File: src/rtl/decrypt_pkg.sv
// Shared types for the decryption processor front end: opcode map, stage FSM
// states, instruction field positions and the decoded control bundle.
package decrypt_pkg;

  typedef enum logic [3:0] {
    OP_NOP   = 4'h0,
    OP_ADD   = 4'h1,
    OP_SUB   = 4'h2,
    OP_AND   = 4'h3,
    OP_OR    = 4'h4,
    OP_XOR   = 4'h5,
    OP_SHL   = 4'h6,
    OP_SHR   = 4'h7,
    OP_ADDI  = 4'h8,
    OP_XORI  = 4'h9,
    OP_LOAD  = 4'hA,
    OP_STORE = 4'hB,
    OP_BEQ   = 4'hC,
    OP_JMP   = 4'hD,
    OP_RSV_E = 4'hE,
    OP_RSV_F = 4'hF
  } opcode_t;

  typedef enum logic {
    RUN    = 1'b0,
    SQUASH = 1'b1
  } state_t;

  localparam int OPC_MSB = 31;
  localparam int OPC_LSB = 28;
  localparam int RD_MSB  = 27;
  localparam int RD_LSB  = 24;
  localparam int RS1_MSB = 23;
  localparam int RS1_LSB = 20;
  localparam int RS2_MSB = 19;
  localparam int RS2_LSB = 16;
  localparam int IMM_MSB = 15;
  localparam int IMM_LSB = 0;

  typedef struct packed {
    logic regWrite;
    logic memRead;
    logic memWrite;
    logic useImm;
    logic branch;
  } ctrl_t;

endpackage

File: src/rtl/instruction_field_decoder.sv
// Combinational split of a 32-bit word into opcode, register fields,
// sign-extended immediate and control bits.
module instruction_field_decoder
  import decrypt_pkg::*;
(
  input  logic [31:0] instruction,
  output opcode_t     opcode,
  output logic [3:0]  rd,
  output logic [3:0]  rs1,
  output logic [3:0]  rs2,
  output logic [31:0] imm,
  output ctrl_t       ctrl,
  output logic        illegal,
  output logic        is_jmp
);

  assign opcode = opcode_t'(instruction[OPC_MSB:OPC_LSB]);
  assign rd     = instruction[RD_MSB:RD_LSB];
  assign rs1    = instruction[RS1_MSB:RS1_LSB];
  assign rs2    = instruction[RS2_MSB:RS2_LSB];
  assign imm    = {{16{instruction[IMM_MSB]}}, instruction[IMM_MSB:IMM_LSB]};

  always_comb begin
    ctrl    = '0;
    illegal = 1'b0;
    is_jmp  = 1'b0;
    case (opcode)
      OP_ADD, OP_SUB, OP_AND, OP_OR, OP_XOR, OP_SHL, OP_SHR:
        ctrl.regWrite = 1'b1;
      OP_ADDI, OP_XORI: begin
        ctrl.regWrite = 1'b1;
        ctrl.useImm   = 1'b1;
      end
      OP_LOAD: begin
        ctrl.regWrite = 1'b1;
        ctrl.memRead  = 1'b1;
        ctrl.useImm   = 1'b1;
      end
      OP_STORE: begin
        ctrl.memWrite = 1'b1;
        ctrl.useImm   = 1'b1;
      end
      OP_BEQ: begin
        ctrl.branch = 1'b1;
        ctrl.useImm = 1'b1;
      end
      OP_JMP:             is_jmp  = 1'b1;
      OP_RSV_E, OP_RSV_F: illegal = 1'b1;
      default: ;
    endcase
  end

endmodule

File: src/rtl/fetch_decode_stage.sv
// Fetch/decode stage: registers decoded fields for execute, tracks the PC,
// resolves JMP locally, relays execute flushes and squashes wrong-path words.
module fetch_decode_stage
  import decrypt_pkg::*;
#(
  parameter int SQUASH_CYCLES = 2,
  parameter int ADDR_W        = 8
) (
  input  logic              clk,
  input  logic              rst,
  input  logic [31:0]       instruction,
  input  logic              flush,
  input  logic [ADDR_W-1:0] flushAddress,
  output logic              parallelFlag,
  output logic [ADDR_W-1:0] parallelAddress,
  output logic              valid,
  output logic [3:0]        opcode,
  output logic [3:0]        rd,
  output logic [3:0]        rs1,
  output logic [3:0]        rs2,
  output logic [31:0]       imm,
  output logic              regWrite,
  output logic              memRead,
  output logic              memWrite,
  output logic              useImm,
  output logic              branch,
  output logic              illegal,
  output logic [ADDR_W-1:0] pcOut
);

  localparam logic [2:0]        SQ_INIT = 3'(SQUASH_CYCLES);
  localparam logic [ADDR_W-1:0] PC_ONE  = {{(ADDR_W-1){1'b0}}, 1'b1};

  opcode_t     dec_opcode;
  logic [3:0]  dec_rd, dec_rs1, dec_rs2;
  logic [31:0] dec_imm;
  ctrl_t       dec_ctrl;
  logic        dec_illegal, dec_jmp;

  instruction_field_decoder u_dec (
    .instruction (instruction),
    .opcode      (dec_opcode),
    .rd          (dec_rd),
    .rs1         (dec_rs1),
    .rs2         (dec_rs2),
    .imm         (dec_imm),
    .ctrl        (dec_ctrl),
    .illegal     (dec_illegal),
    .is_jmp      (dec_jmp)
  );

  state_t            state_q, state_d;
  logic [2:0]        cnt_q, cnt_d;
  logic [ADDR_W-1:0] pc_q, pc_d;

  logic              pflag_q, pflag_d;
  logic [ADDR_W-1:0] paddr_q, paddr_d;
  logic              valid_q, valid_d;
  logic [3:0]        opc_q, opc_d;
  logic [3:0]        rd_q, rd_d, rs1_q, rs1_d, rs2_q, rs2_d;
  logic [31:0]       imm_q, imm_d;
  ctrl_t             ctrl_q, ctrl_d;
  logic              ill_q, ill_d;
  logic [ADDR_W-1:0] pco_q, pco_d;

  // Priority: flush > squash > JMP > normal decode. Non-valid cycles drive
  // every decoded field to zero so nothing stale leaks into execute.
  always_comb begin
    state_d = state_q;
    cnt_d   = cnt_q;
    pc_d    = pc_q;
    pflag_d = 1'b0;
    paddr_d = paddr_q;
    valid_d = 1'b0;
    opc_d   = '0;
    rd_d    = '0;
    rs1_d   = '0;
    rs2_d   = '0;
    imm_d   = '0;
    ctrl_d  = '0;
    ill_d   = 1'b0;
    pco_d   = '0;
    if (flush) begin
      pflag_d = 1'b1;
      paddr_d = flushAddress;
      state_d = SQUASH;
      cnt_d   = SQ_INIT;
      pc_d    = flushAddress;
    end else if (state_q == SQUASH) begin
      cnt_d = cnt_q - 3'd1;
      if (cnt_q <= 3'd1) begin
        cnt_d   = '0;
        state_d = RUN;
      end
    end else if (dec_jmp) begin
      pflag_d = 1'b1;
      paddr_d = dec_imm[ADDR_W-1:0];
      state_d = SQUASH;
      cnt_d   = SQ_INIT;
      pc_d    = dec_imm[ADDR_W-1:0];
    end else begin
      valid_d = 1'b1;
      opc_d   = dec_opcode;
      rd_d    = dec_rd;
      rs1_d   = dec_rs1;
      rs2_d   = dec_rs2;
      imm_d   = dec_imm;
      ctrl_d  = dec_ctrl;
      ill_d   = dec_illegal;
      pco_d   = pc_q;
      pc_d    = pc_q + PC_ONE;
    end
  end

  always_ff @(posedge clk) begin
    if (rst) begin
      state_q <= SQUASH;
      cnt_q   <= SQ_INIT;
      pc_q    <= '0;
      pflag_q <= 1'b0;
      paddr_q <= '0;
      valid_q <= 1'b0;
      opc_q   <= '0;
      rd_q    <= '0;
      rs1_q   <= '0;
      rs2_q   <= '0;
      imm_q   <= '0;
      ctrl_q  <= '0;
      ill_q   <= 1'b0;
      pco_q   <= '0;
    end else begin
      state_q <= state_d;
      cnt_q   <= cnt_d;
      pc_q    <= pc_d;
      pflag_q <= pflag_d;
      paddr_q <= paddr_d;
      valid_q <= valid_d;
      opc_q   <= opc_d;
      rd_q    <= rd_d;
      rs1_q   <= rs1_d;
      rs2_q   <= rs2_d;
      imm_q   <= imm_d;
      ctrl_q  <= ctrl_d;
      ill_q   <= ill_d;
      pco_q   <= pco_d;
    end
  end

  assign parallelFlag    = pflag_q;
  assign parallelAddress = paddr_q;
  assign valid           = valid_q;
  assign opcode          = opc_q;
  assign rd              = rd_q;
  assign rs1             = rs1_q;
  assign rs2             = rs2_q;
  assign imm             = imm_q;
  assign regWrite        = ctrl_q.regWrite;
  assign memRead         = ctrl_q.memRead;
  assign memWrite        = ctrl_q.memWrite;
  assign useImm          = ctrl_q.useImm;
  assign branch          = ctrl_q.branch;
  assign illegal         = ill_q;
  assign pcOut           = pco_q;

endmodule

File: config.mk
export PLATFORM = sky130hd
export DESIGN_NAME = fetch_decode_stage
export DESIGN_NICKNAME = d
export VERILOG_FILES = /design/src/rtl/decrypt_pkg.sv /design/src/rtl/instruction_field_decoder.sv /design/src/rtl/fetch_decode_stage.sv
export SDC_FILE = /design/constraint.sdc
export NUM_CORES = 1
export LEC_CHECK = 0
export ABC_AREA = 1
export CAP_MARGIN = 20
export CELL_PAD_IN_SITES_DETAIL_PLACEMENT = 1
export CELL_PAD_IN_SITES_GLOBAL_PLACEMENT = 1
export CORE_MARGIN = 1.5
export CORE_UTILIZATION = 35
export CTS_CLUSTER_DIAMETER = 40
export DETAILED_ROUTE_END_ITERATION = 12
export GPL_TIMING_DRIVEN = 1
export PLACE_DENSITY = 0.84
export REMOVE_ABC_BUFFERS = 1
export SYNTH_ARGS = -nofsm -noshare
export SYNTH_HDL_FRONTEND = slang
export SYNTH_HIERARCHICAL = 1
export SYNTH_SLANG_ARGS = --single-unit
File: constraint.sdc
create_clock -name clk -period 3.8 [get_ports clk]
set_input_delay 1.14 -clock clk [delete_from_list [all_inputs] [get_ports clk]]
set_output_delay 1.14 -clock clk [all_outputs]
set_load 0.02 [all_outputs]
* After elaboration in Yosys (flattened, before gate mapping) *
Cells that the tools add are included.

cells by class
  add/sub/neg operators = 2
  multiply operators = 0
  divide/modulo/power cells = 0
  $lt $le $gt $ge = 1
  eq/ne operators = 16
  shift-type cells = 0
  mux-type cells = 22
  bitwise gates (word level) = 0
  reduce and logical (&&, ||, !) cells = 9

operators by type and width
  kind                                                                              count
  8-bit 2-to-1 mux                                                                  6
  4-bit == test, second input constant                                              8
  4-bit by 3-bit == test with 1-bit output, second input constant                   4
  1-bit 2-to-1 mux                                                                  13
  10-bit OR reduction                                                               1
  3-bit 2-to-1 mux                                                                  3
  8-bit by 1-bit adder with 8-bit output, second input constant                     1
  4-bit by 2-bit == test with 1-bit output, second input constant                   2
  5-bit OR reduction                                                                1
  4-bit by 1-bit == test with 1-bit output, second input constant                   1
  2-bit nonzero test                                                                2
  2-bit OR reduction                                                                2
  4-bit OR reduction                                                                1
  3-bit by 1-bit less-or-equal comparator with 1-bit output, second input constant  1
  3-bit OR reduction                                                                1
  3-bit by 1-bit subtractor with 3-bit output, second input constant                1
  2-bit != test, second input constant                                              1
  2-bit AND reduction                                                               1

word-level totals
  register bits after elaboration = 68
  bits in latches = 0
  memory bits (writable) = 0
  ROM bits = 0
  input bits = 43
  logic and storage cells = 68
  memories = 0

* Longest topological paths before layout *
Gate-level depths: netlist of run 1.

  word-level depth = 5
  mapped depth = 8
  gate-level depth less buffers = 8

* Cells and area by module *
The synthesis of run 1 kept the hierarchy.

modules (own cells, without submodules)
  module                     instances  cells each  area each (sq um)
  fetch_decode_stage         1          350         2939.1
  instruction_field_decoder  1          67          449.2

* Least setup slack after synthesis of run 1 *
No wires, ideal clock.

  path kind = input port to flip-flop
  start = in instruction[28]
  end = reg pc_q[2]
  library setup time = 122 ps
  arrival = 1956 ps
  required time = 3678 ps
  slack = 1722 ps
  stages on the path = 6
  path through = inv_1 nor3_2 buf_2 inv_2 o211ai_1 a21oi_1

between the ends
  cells in the longest elaborated chain, start to end = 5

RTL lines
  item                  RTL line                         source
  start, declared       fetch_decode_stage.sv:11         input logic [31:0] instruction,
  4-bit == test         instruction_field_decoder.sv:27  case (opcode)
  1-bit 2-to-1 mux      instruction_field_decoder.sv:27
  via dec_jmp           fetch_decode_stage.sv:38         logic dec_illegal, dec_jmp;
  8-bit 2-to-1 mux      fetch_decode_stage.sv:95         end else if (dec_jmp) begin
  8-bit 2-to-1 mux      fetch_decode_stage.sv:89         end else if (state_q == SQUASH) begin
  8-bit 2-to-1 mux      fetch_decode_stage.sv:83         if (flush) begin
  end signal, assigned  fetch_decode_stage.sv:134        pc_q <= pc_d;
  end, declared         fetch_decode_stage.sv:54         logic [ADDR_W-1:0] pc_q, pc_d;

The timed path passes the listed nets, and every way through them passes these cells. The select of a mux whose other input is x is not followed.
A chain may end at the register's enable or synchronous reset.

* Final worst setup path of run 1 *
  start = in instruction[28]
  end = reg paddr_q[3] (netlist: parallelAddress[3])

between the ends
  cells in the longest elaborated chain, start to end = 4

RTL lines
  item                                  RTL line                         source
  4-bit == test                         instruction_field_decoder.sv:27
  1-bit 2-to-1 mux                      instruction_field_decoder.sv:27
  via dec_jmp                           fetch_decode_stage.sv:38
  2-bit nonzero test (no source line)   n/a
  2-bit AND reduction (no source line)  n/a
  end signal, assigned                  fetch_decode_stage.sv:136        paddr_q <= paddr_d;
  end, declared                         fetch_decode_stage.sv:57         logic [ADDR_W-1:0] paddr_q, paddr_d;

The timed path passes the listed nets, and every way through them passes these cells.

==> flow_summary.json, run 1 <==
{
  "synth_compound_area_frac": 0.0916,
  "synth-xor-area-share": 0.00258,
  "h_tree_depth_reported_by_cts": 3,
  "timing.hold.worst_path_depth": 2,
  "crit_fanout": 11,
  "core.rowCount": 35,
  "nNetsFinal": 533,
  "area_of_the_multi_input_gates_um2": 923,
  "synth.yosys.warnings": 6,
  "grt_start_max_net_pins": 38,
  "clock_skew_ns": 0.00956,
  "global_route.usage.total": 0.168,
  "cts_num_sinks": 84,
  "drtAntennaViolNets": 0,
  "critical_path.reg2reg.endpoint": "parallelAddress[3]",
  "cap_viol_max_count": 0,
  "max-clock-path-buffers": 2,
  "final_period_minus_worst_setup_slack_ns": 2.65,
  "ff2ff_setup_slack_ns": 2.38,
  "netlist.area_leader.share": 0.496,
  "drive_gt1_frac": 0.0854,
  "synth_unique_cells": 25,
  "routed_wirelength_mm": 8.30,
  "timing.setup.critical_path_class": "in -> reg",
  "grt_antenna_before_repair": 0,
  "via_count": 2681,
  "finalHoldViolCount": 0,
  "cp-endpoint": "parallelAddress[3]",
  "post_synth.cell_area_avg_um2": 8.13,
  "largest_cells_by_area_after_synthesis": "sky130_fd_sc_hd__dfxtp_1 50%, sky130_fd_sc_hd__buf_4 11%, sky130_fd_sc_hd__inv_1 8.6%",
  "rsz0062_at_grt": "false",
  "slew_violations": 0,
  "floorplan.io_pins": 115,
  "cts_tree": "built",
  "viasPerCell": 4.32,
  "insertion_delay_to_the_later_sink_of_the_worst_skew_pair_ns": 0.36,
  "syn_to_final_growth_pct": 32.1,
  "power_density_nw_per_um2": 423,
  "synth_fa_ha_area_frac": 0.0111,
  "final_core_util": 0.480,
  "grt_pass1_vias": 2790,
  "simple_gate_share_of_the_synthesized_area": 0.167,
  "synth.yosys.seq_area_share": 0.496,
  "netlist_instances": 417,
  "die_width_um": 101,
  "power.ir.vdd_worst_v": 0.000205,
  "drt_drc_violations_left": 0,
  "finalSetupViolCount": 0,
  "reg_to_reg_startpoint": "state_q",
  "leakage_uw": 0.00197,
  "gpl.final_weighted_congestion": 0.836,
  "hold_path_class": "reg -> reg",
  "yosys.area.top_type": "sky130_fd_sc_hd__dfxtp_1",
  "timing.reg2reg.worst_path_depth": 4,
  "whs_ns": 0.472,
  "drt-wirelength-per-cell_um": 13.4,
  "highest_clock_rate_mhz": 377,
  "fin_crit_sh": 0.698,
  "hold_buffers": 0,
  "synthesized_area_um2": 3390,
  "fillerInstances": 1127,
  "ctsResizeCount": 0,
  "cts.reportedPaths.clkPinSlew_ns": 0.08,
  "fp.coreArea_um2": 9330,
  "final.setup.tns_ns": 0,
  "chipHeight_um": 101,
  "cts_post_setup_buffers_inserted": 0,
  "floorplan.initialDensity": 0.363,
  "worst_max_slew_pin_slew_ns": 0.554,
  "status": "completed",
  "grt_first_pass_wirelength_mm": 13.2,
  "worst-endpoint-required_ns": 4.09,
  "data_arrival_time_of_the_worst_path_ns": 2.94,
  "gr-total-overflow": 0,
  "synth.area.mux_share": 0,
  "iteration_count_of_the_initial_detailed_routing_pass": 4,
  "io_buffers": 114,
  "critical_path.startpoint_type": "primary input",
  "critical_path_launch_point": "instruction[28]",
  "diodes": 0,
  "synth-seq-cells": 84,
  "first_iter_violations": 54,
  "largest_family_of_logic_cells_by_synthesized_area": "buffers and inverters",
  "die-area_um2": 10300,
  "kind_of_end_point_of_the_critical_path": "register",
  "cts_buffers": 9,
  "max_slew_margin": 0.631,
  "cts_root_buf": "sky130_fd_sc_hd__clkbuf_8",
  "place_hpwl_mm": 6.04,
  "seq_area_um2": 1680
}
## worst min path at each step
stage | from | to
after CTS | parallelAddress[6] | parallelAddress[6]
after detailed placement | parallelAddress[6] | parallelAddress[6]
final | parallelAddress[6] | parallelAddress[6]
after global routing | parallelAddress[5] | parallelAddress[5]
after floorplan | pc_q[7] | pcOut[7]
after global placement | parallelAddress[6] | parallelAddress[6]
## Yosys cell counts
cell	n
sky130_fd_sc_hd__nand2_4	1
sky130_fd_sc_hd__nand2_2	2
sky130_fd_sc_hd__a21boi_1	1
sky130_fd_sc_hd__ha_1	3
sky130_fd_sc_hd__nand2_1	45
sky130_fd_sc_hd__inv_1	78
sky130_fd_sc_hd__buf_6	8
sky130_fd_sc_hd__a21oi_1	14
sky130_fd_sc_hd__o221ai_1	1
sky130_fd_sc_hd__xor2_1	1
sky130_fd_sc_hd__o21a_1	8
sky130_fd_sc_hd__nor2_2	3
sky130_fd_sc_hd__o21ai_2	9
sky130_fd_sc_hd__nor2_1	70
sky130_fd_sc_hd__o211ai_1	1
sky130_fd_sc_hd__buf_2	2
sky130_fd_sc_hd__o21ai_1	4
sky130_fd_sc_hd__dfxtp_1	84
sky130_fd_sc_hd__o21ai_0	9
sky130_fd_sc_hd__buf_4	49
sky130_fd_sc_hd__a31oi_1	2
sky130_fd_sc_hd__inv_2	6
sky130_fd_sc_hd__nand3_1	12
sky130_fd_sc_hd__nor3_2	2
sky130_fd_sc_hd__or2_1	2
## where the power goes
part | total (uW) | switching, uW | internal, uW
combinational | 236 | 129 | 107
sequential | 927 | 17.2 | 910
clock | 729 | 350 | 379
## layout make-up
class                           instances  share of cell area
Clock inverter                          6              0.0215
Inverter                               84              0.0704
Sequential cell                        84               0.376
Multi-Input combinational cell        190               0.206
Clock buffer                           10              0.0285
Timing Repair Buffer                  118               0.262
Tap cell                              129              0.0361
## worst max-delay path: stages
cell                              delay (ns)
sky130_fd_sc_hd__clkdlybuf4s50_1        0.56
sky130_fd_sc_hd__inv_1                  0.10
sky130_fd_sc_hd__nor3_2                 0.21
sky130_fd_sc_hd__buf_4                  0.23
sky130_fd_sc_hd__o21ai_2                0.08
sky130_fd_sc_hd__or2_1                  0.42
sky130_fd_sc_hd__o21ai_2                0.20
## metal layers
metal,up-vias,track usage,part of all wire
li1,1331,-,-
met4,0,0.0556,0.0096
met3,7,0.0455,0.044
met5,-,0,0
met2,73,0.311,0.53
met1,1270,0.185,0.42
## stage by stage
step                worst slack (ns)  area (um2)  power (uW)  cells
global route                    1.04        4480        1970    621
finish                          1.15        4480        1890    621
CTS                             1.16        4480        1920    621
detailed placement             0.794        4250        1180    605
floorplan                       1.16        2920        1060    358
global placement               0.873        4250        1170    605
## cell families after synthesis
kind of cell / after synthesis
fa+ha+maj: 3
flops: 84
simple gates: 137
compound gates: 49
xor+xnor: 1
buf+inv: 143
## placed cells by master (no fill, tap or decap)
cell	netlist	final
sky130_fd_sc_hd__clkdlybuf4s50_1	0	114
sky130_fd_sc_hd__dfxtp_1	84	84
sky130_fd_sc_hd__inv_1	78	78
sky130_fd_sc_hd__nor2_1	70	70
sky130_fd_sc_hd__nand2_1	45	45
sky130_fd_sc_hd__a21oi_1	14	14
sky130_fd_sc_hd__nand3_1	12	12
sky130_fd_sc_hd__o21ai_0	9	9
sky130_fd_sc_hd__o21ai_2	9	9
sky130_fd_sc_hd__clkbuf_8	0	9
sky130_fd_sc_hd__o21a_1	8	8
sky130_fd_sc_hd__inv_2	6	6
sky130_fd_sc_hd__o21ai_1	4	4
sky130_fd_sc_hd__buf_4	49	4
sky130_fd_sc_hd__nor2_2	3	3
sky130_fd_sc_hd__ha_1	3	3
sky130_fd_sc_hd__nand2_2	2	2
sky130_fd_sc_hd__or2_1	2	2
sky130_fd_sc_hd__a31oi_1	2	2
sky130_fd_sc_hd__bufinv_16	0	2
sky130_fd_sc_hd__nor3_2	2	2
sky130_fd_sc_hd__nand2_4	1	1
sky130_fd_sc_hd__o211ai_1	1	1
sky130_fd_sc_hd__o221ai_1	1	1
sky130_fd_sc_hd__a21boi_1	1	1
sky130_fd_sc_hd__xor2_1	1	1
sky130_fd_sc_hd__clkinv_4	0	1
sky130_fd_sc_hd__inv_6	0	1
sky130_fd_sc_hd__inv_8	0	1
sky130_fd_sc_hd__clkinvlp_4	0	1
sky130_fd_sc_hd__clkbuf_1	0	1
## flip-flops by register name (all words and copies together), names as in the netlist, 3 cells and up
name / count
parallelAddress: 8
rs2: 4
pc_q: 8
imm: 32
pcOut: 8
rd: 4
rs1: 4
cnt_q: 3
opcode: 4
(Power assumes the default switching activity.)
==> run 2: changes to the inputs <==
--- a/config.mk
+++ b/config.mk
@@ -10,11 +10,11 @@
 export CELL_PAD_IN_SITES_DETAIL_PLACEMENT = 1
 export CELL_PAD_IN_SITES_GLOBAL_PLACEMENT = 1
 export CORE_MARGIN = 1.5
-export CORE_UTILIZATION = 35
+export CORE_UTILIZATION = 33
 export CTS_CLUSTER_DIAMETER = 40
 export DETAILED_ROUTE_END_ITERATION = 12
 export GPL_TIMING_DRIVEN = 1
-export PLACE_DENSITY = 0.84
+export PLACE_DENSITY = 0.8
 export REMOVE_ABC_BUFFERS = 1
 export SYNTH_ARGS = -nofsm -noshare
 export SYNTH_HDL_FRONTEND = slang
==> constraint.sdc (replaced) <==
create_clock -name clk -period 2.7 [get_ports clk]
set_input_delay 0.81 -clock clk [delete_from_list [all_inputs] [get_ports clk]]
set_output_delay 0.81 -clock clk [all_outputs]
set_load 0.02 [all_outputs]
==> run 2 against run 1 <==
Non-clock buffer count rose by 3. Global-route usage decreased by 1.5 points. Via count fell by 1.1%. Final area up 0.89%. Sequential share of layout area decreased by 0.33 points. Total power is 39% higher. Critical path depth decreased by 1. Largest cell class unchanged. Clock-buffer cell count shrank 1. Clock power increased by 37%. Highest routed layer unchanged. Flip-flop and latch count is the same. Largest power group unchanged. Combinational power is 42% higher.
==> flow_summary.json, run 2 (same netlist as run 1, synthesis figures left out) <==
{
  "status": "completed",
  "cap_viol_max_count": 0,
  "first_iter_violations": 74,
  "finalHoldViolCount": 0,
  "cts.reportedPaths.clkPinSlew_ns": 0.09,
  "crit_fanout": 9,
  "grt_pass1_vias": 2739,
  "diodes": 0,
  "grt_start_max_net_pins": 49,
  "grt_first_pass_wirelength_mm": 13.4,
  "design_power_total_uw": 2640,
  "clock_skew_ns": 0.00559,
  "crit_path_cell_trace": "clkdlybuf4s50_1, nand2_2, nor3_2, o21ai_2, or2_1, o21ai_2",
  "chipHeight_um": 104,
  "grt_antenna_before_repair": 0,
  "cts_root_buf": "sky130_fd_sc_hd__clkbuf_8",
  "via_count": 2651,
  "hold_path_class": "reg -> reg",
  "floorplan.io_pins": 115,
  "crit_path_top_delay_cell": "sky130_fd_sc_hd__clkdlybuf4s50_1",
  "die_width_um": 104,
  "fin_crit_sh": 0.827,
  "ctsResizeCount": 0,
  "drtAntennaViolNets": 0,
  "viasPerCell": 4.22,
  "fp.coreArea_um2": 9860,
  "place_area_um2": 4290,
  "hold_buffers": 0,
  "syn_to_final_growth_pct": 33.3,
  "critical-path-top-cell-by-count": "sky130_fd_sc_hd__o21ai_2",
  "cts_post_setup_buffers_inserted": 0,
  "global_route.usage.total": 0.153,
  "insertion_delay_to_the_later_sink_of_the_worst_skew_pair_ns": 0.35,
  "io_buffers": 114,
  "max-clock-path-buffers": 2,
  "power_density_nw_per_um2": 584,
  "layout_common_cells": "114 x sky130_fd_sc_hd__clkdlybuf4s50_1, 84 x sky130_fd_sc_hd__dfxtp_1, 78 x sky130_fd_sc_hd__inv_1",
  "cts_num_sinks": 84,
  "critical_path.startpoint_type": "primary input",
  "nNetsFinal": 536,
  "timing.reg2reg.worst_path_depth": 4,
  "max_slew_margin": 0.618,
  "iteration_count_of_the_initial_detailed_routing_pass": 4,
  "path_buf_inv": 1,
  "data_arrival_time_of_the_worst_path_ns": 2.51,
  "drive_gt1_frac": 0.0929,
  "core.rowCount": 36,
  "slew_violations": 0,
  "final_period_minus_worst_setup_slack_ns": 2.23,
  "final_core_util": 0.458,
  "finalSetupViolCount": 0,
  "worst-endpoint-required_ns": 2.98,
  "max_stage_delay_ns": 0.56,
  "cts_buffers": 9,
  "gr-total-overflow": 0,
  "die-area_um2": 10900,
  "gpl.final_weighted_congestion": 0.829,
  "largest_reg_flops": 32,
  "floorplan.initialDensity": 0.343,
  "place_hpwl_mm": 6.04,
  "crit_cells": 6,
  "h_tree_depth_reported_by_cts": 3,
  "path_delay_family": "simple AND/OR/NAND/NOR gates",
  "highest_clock_rate_mhz": 448,
  "drt_drc_violations_left": 0,
  "timing.hold.worst_path_depth": 2,
  "leakage_uw": 0.00198,
  "final_area_um2": 4520,
  "cts_tree": "built",
  "worst_max_slew_pin_slew_ns": 0.571,
  "routed_wirelength_mm": 8.02,
  "layout.cells.most_common": "sky130_fd_sc_hd__clkdlybuf4s50_1",
  "power.ir.vdd_worst_v": 0.000287,
  "final.setup.tns_ns": 0,
  "rsz0062_at_grt": "false",
  "drt-wirelength-per-cell_um": 12.8,
  "kind_of_end_point_of_the_critical_path": "register",
  "timing.setup.critical_path_class": "in -> reg"
}
[run 2: cell count changes in the layout (fill, tap and decap cells not counted)]
cell                         delta
sky130_fd_sc_hd__buf_4          +2
sky130_fd_sc_hd__clkinvlp_4     +2
sky130_fd_sc_hd__buf_12         +1
sky130_fd_sc_hd__clkbuf_1       -1
sky130_fd_sc_hd__inv_8          -1
[run 2: layout make-up]
class                      instances  area (um2)
clock buffer                       9         124
clock inverter                     7         100
fill                            1172        5350
inverter                          84         315
multi-input combinational        190         923
sequential                        84        1680
tap                              133         166
timing repair buffer             121        1210
[run 2: through the flow]
stage                     setup WS, ns  instances  hold WS [ns]
after floorplan                  0.389        358         0.446
after global routing             0.353        628         0.496
final                            0.468        628         0.473
after CTS                        0.468        628         0.478
after detailed placement        0.0874        612         0.456
after global placement           0.186        612         0.447
[run 2: path summary, 6_finish.rpt]
| kind | startpoint | to | slack, ns |
|---|---|---|---|
| hold / removal | parallelAddress[6] | parallelAddress[6] | 0.47 |
| setup / recovery | instruction[31] | parallelAddress[1] | 0.47 |
| setup reg to reg | state_q | parallelAddress[1] | 1.31 |
| hold reg to reg | parallelAddress[6] | parallelAddress[6] | 0.47 |
[run 2: routing by layer]
layer / track usage / routed length (um) / vias up
met3: 0.0351 / 360 / 9
met5: 0 / 0 / -
li1: - / - / 1331
met1: 0.180 / 3500 / 1230
met4: 0.0427 / 85 / 0
met2: 0.274 / 4070 / 81
[run 2: where the power goes]
group | internal [uW] | switching (uW) | leakage (uW) | total (uW)
clock | 525 | 473 | 0.000102 | 999
sequential | 1280 | 25.0 | 0.000681 | 1310
combinational | 156 | 180 | 0.00120 | 336
total | 1960 | 678 | 0.00198 | 2640
[run 2: worst register-to-register path, delay by kind of cell, from the launching register on]
| kind | cells | cell delay, ns |
|---|---|---|
| compound gates | 2 | 0.17 |
| simple gates | 2 | 0.61 |
| flops | 1 | 0.50 |
==> edit 1: new RTL, flow settings as in run 1 <==
Register the inputs `instruction`, `flush` and `flushAddress` before use, with the module's reset. The logic sees them one clock later. Comments in the files are not updated.
--- a/src/rtl/fetch_decode_stage.sv
+++ b/src/rtl/fetch_decode_stage.sv
@@ -31,6 +31,22 @@
   localparam logic [2:0]        SQ_INIT = 3'(SQUASH_CYCLES);
   localparam logic [ADDR_W-1:0] PC_ONE  = {{(ADDR_W-1){1'b0}}, 1'b1};
 
+  logic [31:0] instruction_q;
+  logic flush_q;
+  logic [ADDR_W-1:0] flushAddress_q;
+
+  always_ff @(posedge clk) begin
+    if (rst) begin
+      instruction_q  <= '0;
+      flush_q        <= '0;
+      flushAddress_q <= '0;
+    end else begin
+      instruction_q  <= instruction;
+      flush_q        <= flush;
+      flushAddress_q <= flushAddress;
+    end
+  end
+
   opcode_t     dec_opcode;
   logic [3:0]  dec_rd, dec_rs1, dec_rs2;
   logic [31:0] dec_imm;
@@ -38,7 +54,7 @@
   logic        dec_illegal, dec_jmp;
 
   instruction_field_decoder u_dec (
-    .instruction (instruction),
+    .instruction (instruction_q),
     .opcode      (dec_opcode),
     .rd          (dec_rd),
     .rs1         (dec_rs1),
@@ -80,12 +96,12 @@
     ctrl_d  = '0;
     ill_d   = 1'b0;
     pco_d   = '0;
-    if (flush) begin
+    if (flush_q) begin
       pflag_d = 1'b1;
-      paddr_d = flushAddress;
+      paddr_d = flushAddress_q;
       state_d = SQUASH;
       cnt_d   = SQ_INIT;
-      pc_d    = flushAddress;
+      pc_d    = flushAddress_q;
     end else if (state_q == SQUASH) begin
       cnt_d = cnt_q - 3'd1;
       if (cnt_q <= 3'd1) begin
Formal check against the unedited RTL: not equivalent (a bounded check fails within 4 cycles, from zero or initial values and one cycle with rst high).
==> edit 1 against run 1 <==
  * Count of clock-buffer cells in the layout increased by 10
  * Synthesized area increased by 30%
  * Worst setup slack improved by 0.12 ns
  * Sequential cell count increased by 41
  * Routed wire length increased by 22%
  * Hold slack got worse by 0.065 ns
  * Cell area increased by 32%
  * Total power increased by 69%
  * Critical endpoint is now parallelAddress[0]
  * Largest cell class unchanged
==> edit 1: results <==
[setup_path]
reg2reg_from = instruction_q[28]$_SDFF_PP0_
crit_start = parallelAddress[0]$_SDFFE_PP0P_
endpoint = parallelAddress[0]
r2r_slack_ns = 1.60
ff2ff_path_depth = 6
cpPeakStageDelay_ns = 0.64
cp.arrival_ns = 1.39

[detailed_routing]
drtIter0Drc = 111
routedWlPerCell_um = 12.8
vias = 3273
wl_met3_um = 404
wl_met2_um = 5330
wl_met1_um = 4270

[pwr]
p_switching_uw = 735
combinationalPower_uw = 258
clkPwrFrac_pct = 47.7
p_leak_uw = 0.00252
ir_drop_mv = 0.262
cellPowerDensity_nw_per_um2 = 541

[synthesis]
synth_area_leaders = dfxtp_1 (57%), inv_1 (9.9%), nor2_1 (9.6%)
synth_seq_area_share_pct = 56.9
synth_common_cells = dfxtp_1 (125), inv_1 (116), nor2_1 (113)

[grt]
globalRouteTotalUtil_pct = 16.4
grt_pass1_wl_um = 16500
gr-usage-met1_pct = 17.7
gr-usage-met3_pct = 4.96
met2_usage_pct = 30.4

[hold_path]
min_from = instruction_q[27]$_SDFF_PP0_

[cells_and_area]
fillCellCount = 1425
final_layout_size_suffix_gt1_share_pct = 7.07

[clocking]
clk_latency_ns = 0.41
clock_tree.root_cell = clkbuf_16
cts_buffers = 17

[placement]
routabilityCongestion = 0.823
hpwl_um = 7030

[floorplanning]
placementRows = 40

[outcome]
outcome = finished clean

[sta]
slew_headroom_pct = 54.5
edit 1: changes by cell type in the layout (fill, tap and decap cells not counted), moves of 3 or more:
| cell | run 1 | this run |
|---|---|---|
| clkbuf_8 | 9 | 1 |
| a31oi_1 | 2 | 9 |
| inv_1 | 78 | 116 |
| o21ai_2 | 9 | 0 |
| inv_2 | 6 | 3 |
| dfxtp_1 | 84 | 125 |
| nor2_1 | 70 | 113 |
| clkbuf_16 | 0 | 17 |
| nand2_1 | 45 | 50 |
| o21ai_0 | 9 | 13 |
| o21a_1 | 8 | 0 |
| clkinv_2 | 0 | 4 |
| o21ai_1 | 4 | 1 |
edit 1: through the flow:
step                      setup WS, ns  cells  utilization [%]  hold slack (ns)  instance area [sq um]
after floorplan                   1.19    474                -            0.394                   3960
after global placement            1.56    759             43.8            0.396                   5330
after detailed placement          1.47    759             43.8            0.403                   5330
after CTS                         1.23    790             48.5            0.409                   5900
after global routing              1.21    790             48.5            0.422                   5900
final                             1.27    790             48.5            0.407                   5900
edit 1: cells by family after synthesis:
logic type | share of synthesized area (%)
buffers and inverters | 20.2
XOR/XNOR | 0.398
adder cells (fa/ha/maj) | 0.853
flip-flops | 56.9
AO/OA/AOI/OAI | 5.23
AND/OR/NAND/NOR | 16.5
edit 1: final cells by class:
| class | instances | area, sq um | share of cell area (%) |
|---|---|---|---|
| tap | 168 | 210 | 3.56 |
| inverter | 119 | 447 | 7.57 |
| sequential | 125 | 2500 | 42.4 |
| clock inverter | 11 | 120 | 2.04 |
| multi-input combinational | 230 | 1010 | 17.2 |
| clock buffer | 20 | 447 | 7.57 |
| timing repair buffer | 117 | 1160 | 19.6 |
==> edit 2: new RTL, flow settings as in run 1 <==
Made on the original files. Put one more register stage on the output `parallelFlag`, with the module's reset. The value now appears one clock later. The other outputs are not delayed to match.
--- a/src/rtl/fetch_decode_stage.sv
+++ b/src/rtl/fetch_decode_stage.sv
@@ -146,7 +146,13 @@
     end
   end
 
-  assign parallelFlag    = pflag_q;
+  always_ff @(posedge clk) begin
+    if (rst) begin
+      parallelFlag <= '0;
+    end else begin
+      parallelFlag <= pflag_q;
+    end
+  end
   assign parallelAddress = paddr_q;
   assign valid           = valid_q;
   assign opcode          = opc_q;
Function: changed (a bounded check fails within 4 cycles, from zero or initial values and one cycle with rst high).
==> edit 2 against run 1 <==
  * Count of clock-buffer cells in the layout stayed put
  * Sequential cell count rose by 1
  * Cell area grew 0.95%
  * Largest power group unchanged
  * Clock skew up 0.0024 ns
  * Total power rose by 1.1%
  * Routed wire length is 0.48% higher
  * Synthesized area fell by 0.74%
  * Sequential share of layout area grew 0.089 points
  * Largest cell class unchanged
  * Worst setup slack got worse by 0.18 ns
  * Non-clock buffer count is 1 higher
==> edit 2: results <==
[sta]
slew_headroom_pct = 48.7
holdWs_ns = 0.415

[synthesis]
syn_inst = 421
synth_seq_area_share_pct = 50.6
synth_common_cells = dfxtp_1 (85), inv_1 (81), nor2_1 (76)
synth_area_leaders = dfxtp_1 (51%), buf_4 (11%), inv_1 (9.0%)
yosysUniqueCellTypes = 26

[setup_path]
r2r-end = parallelAddress[2]$_SDFFE_PP0P_
r2r_slack_ns = 2.22
critPathMaxFanout = 9
endpoint = parallelAddress[2]$_SDFFE_PP0P_

[cells_and_area]
fin_cells = 626
nets = 538
final_layout_size_suffix_gt1_share_pct = 7.65
fillCellCount = 1110
final-clk-cell-share_pct = 5.12
regArea_sq_um = 1700

[detailed_routing]
totalWireLength_um = 8340
wl_met3_um = 285
wl_met2_um = 4390
wl_met1_um = 3460

[grt]
grt_pass1_wl_um = 13300
met2_usage_pct = 30.6
grt_pass1_vias = 2738
grt_max_degree = 37
gr-usage-met1_pct = 19.3
gr-usage-met3_pct = 3.19
globalRouteTotalUtil_pct = 16.9

[outcome]
outcome = finished clean

[hold_path]
min_from = pflag_q$_SDFF_PP0_
hold_end = parallelFlag$_SDFF_PP0_

[placement]
routabilityCongestion = 0.808
hpwl_um = 6230
dpl_cell_area_sq_um = 4290
dpl.cell_count = 610

[pwr]
internal-power_uw = 1420
[edit 2: power by group through the flow]
stage,clock [uW],sequential (uW),combinational (uW)
4_1_cts,750,942,244
3_3_place_gp,0,961,230
6_report,731,942,240
5_1_grt,793,947,265
3_5_place_dp,0,963,241
2_1_floorplan,0,981,94.4
[edit 2: logic make-up after synthesis]
family / after synthesis / synth area share [%]
AOI/OAI and AO/OA: 48 / 9.23
xor gates and xnor gates: 1 / 0.260
adders and majority gates: 3 / 1.12
buffers and inverters: 143 / 21.8
DFF: 85 / 50.6
and+or+nand+nor: 141 / 17.0
[edit 2: through the flow]
stage	util, %	worst slack [ns]
floorplan	-	0.756
global placement	46.2	0.715
detailed placement	46.2	0.605
CTS	48.7	0.955
global route	48.7	0.822
finish	48.7	0.965
[edit 2: critical path, cell delays in order]
cell             delay (ns)
clkdlybuf4s50_1        0.57
inv_1                  0.10
nor3_2                 0.47
o21ai_2                0.13
or2_0                  0.47
o21ai_2                0.23
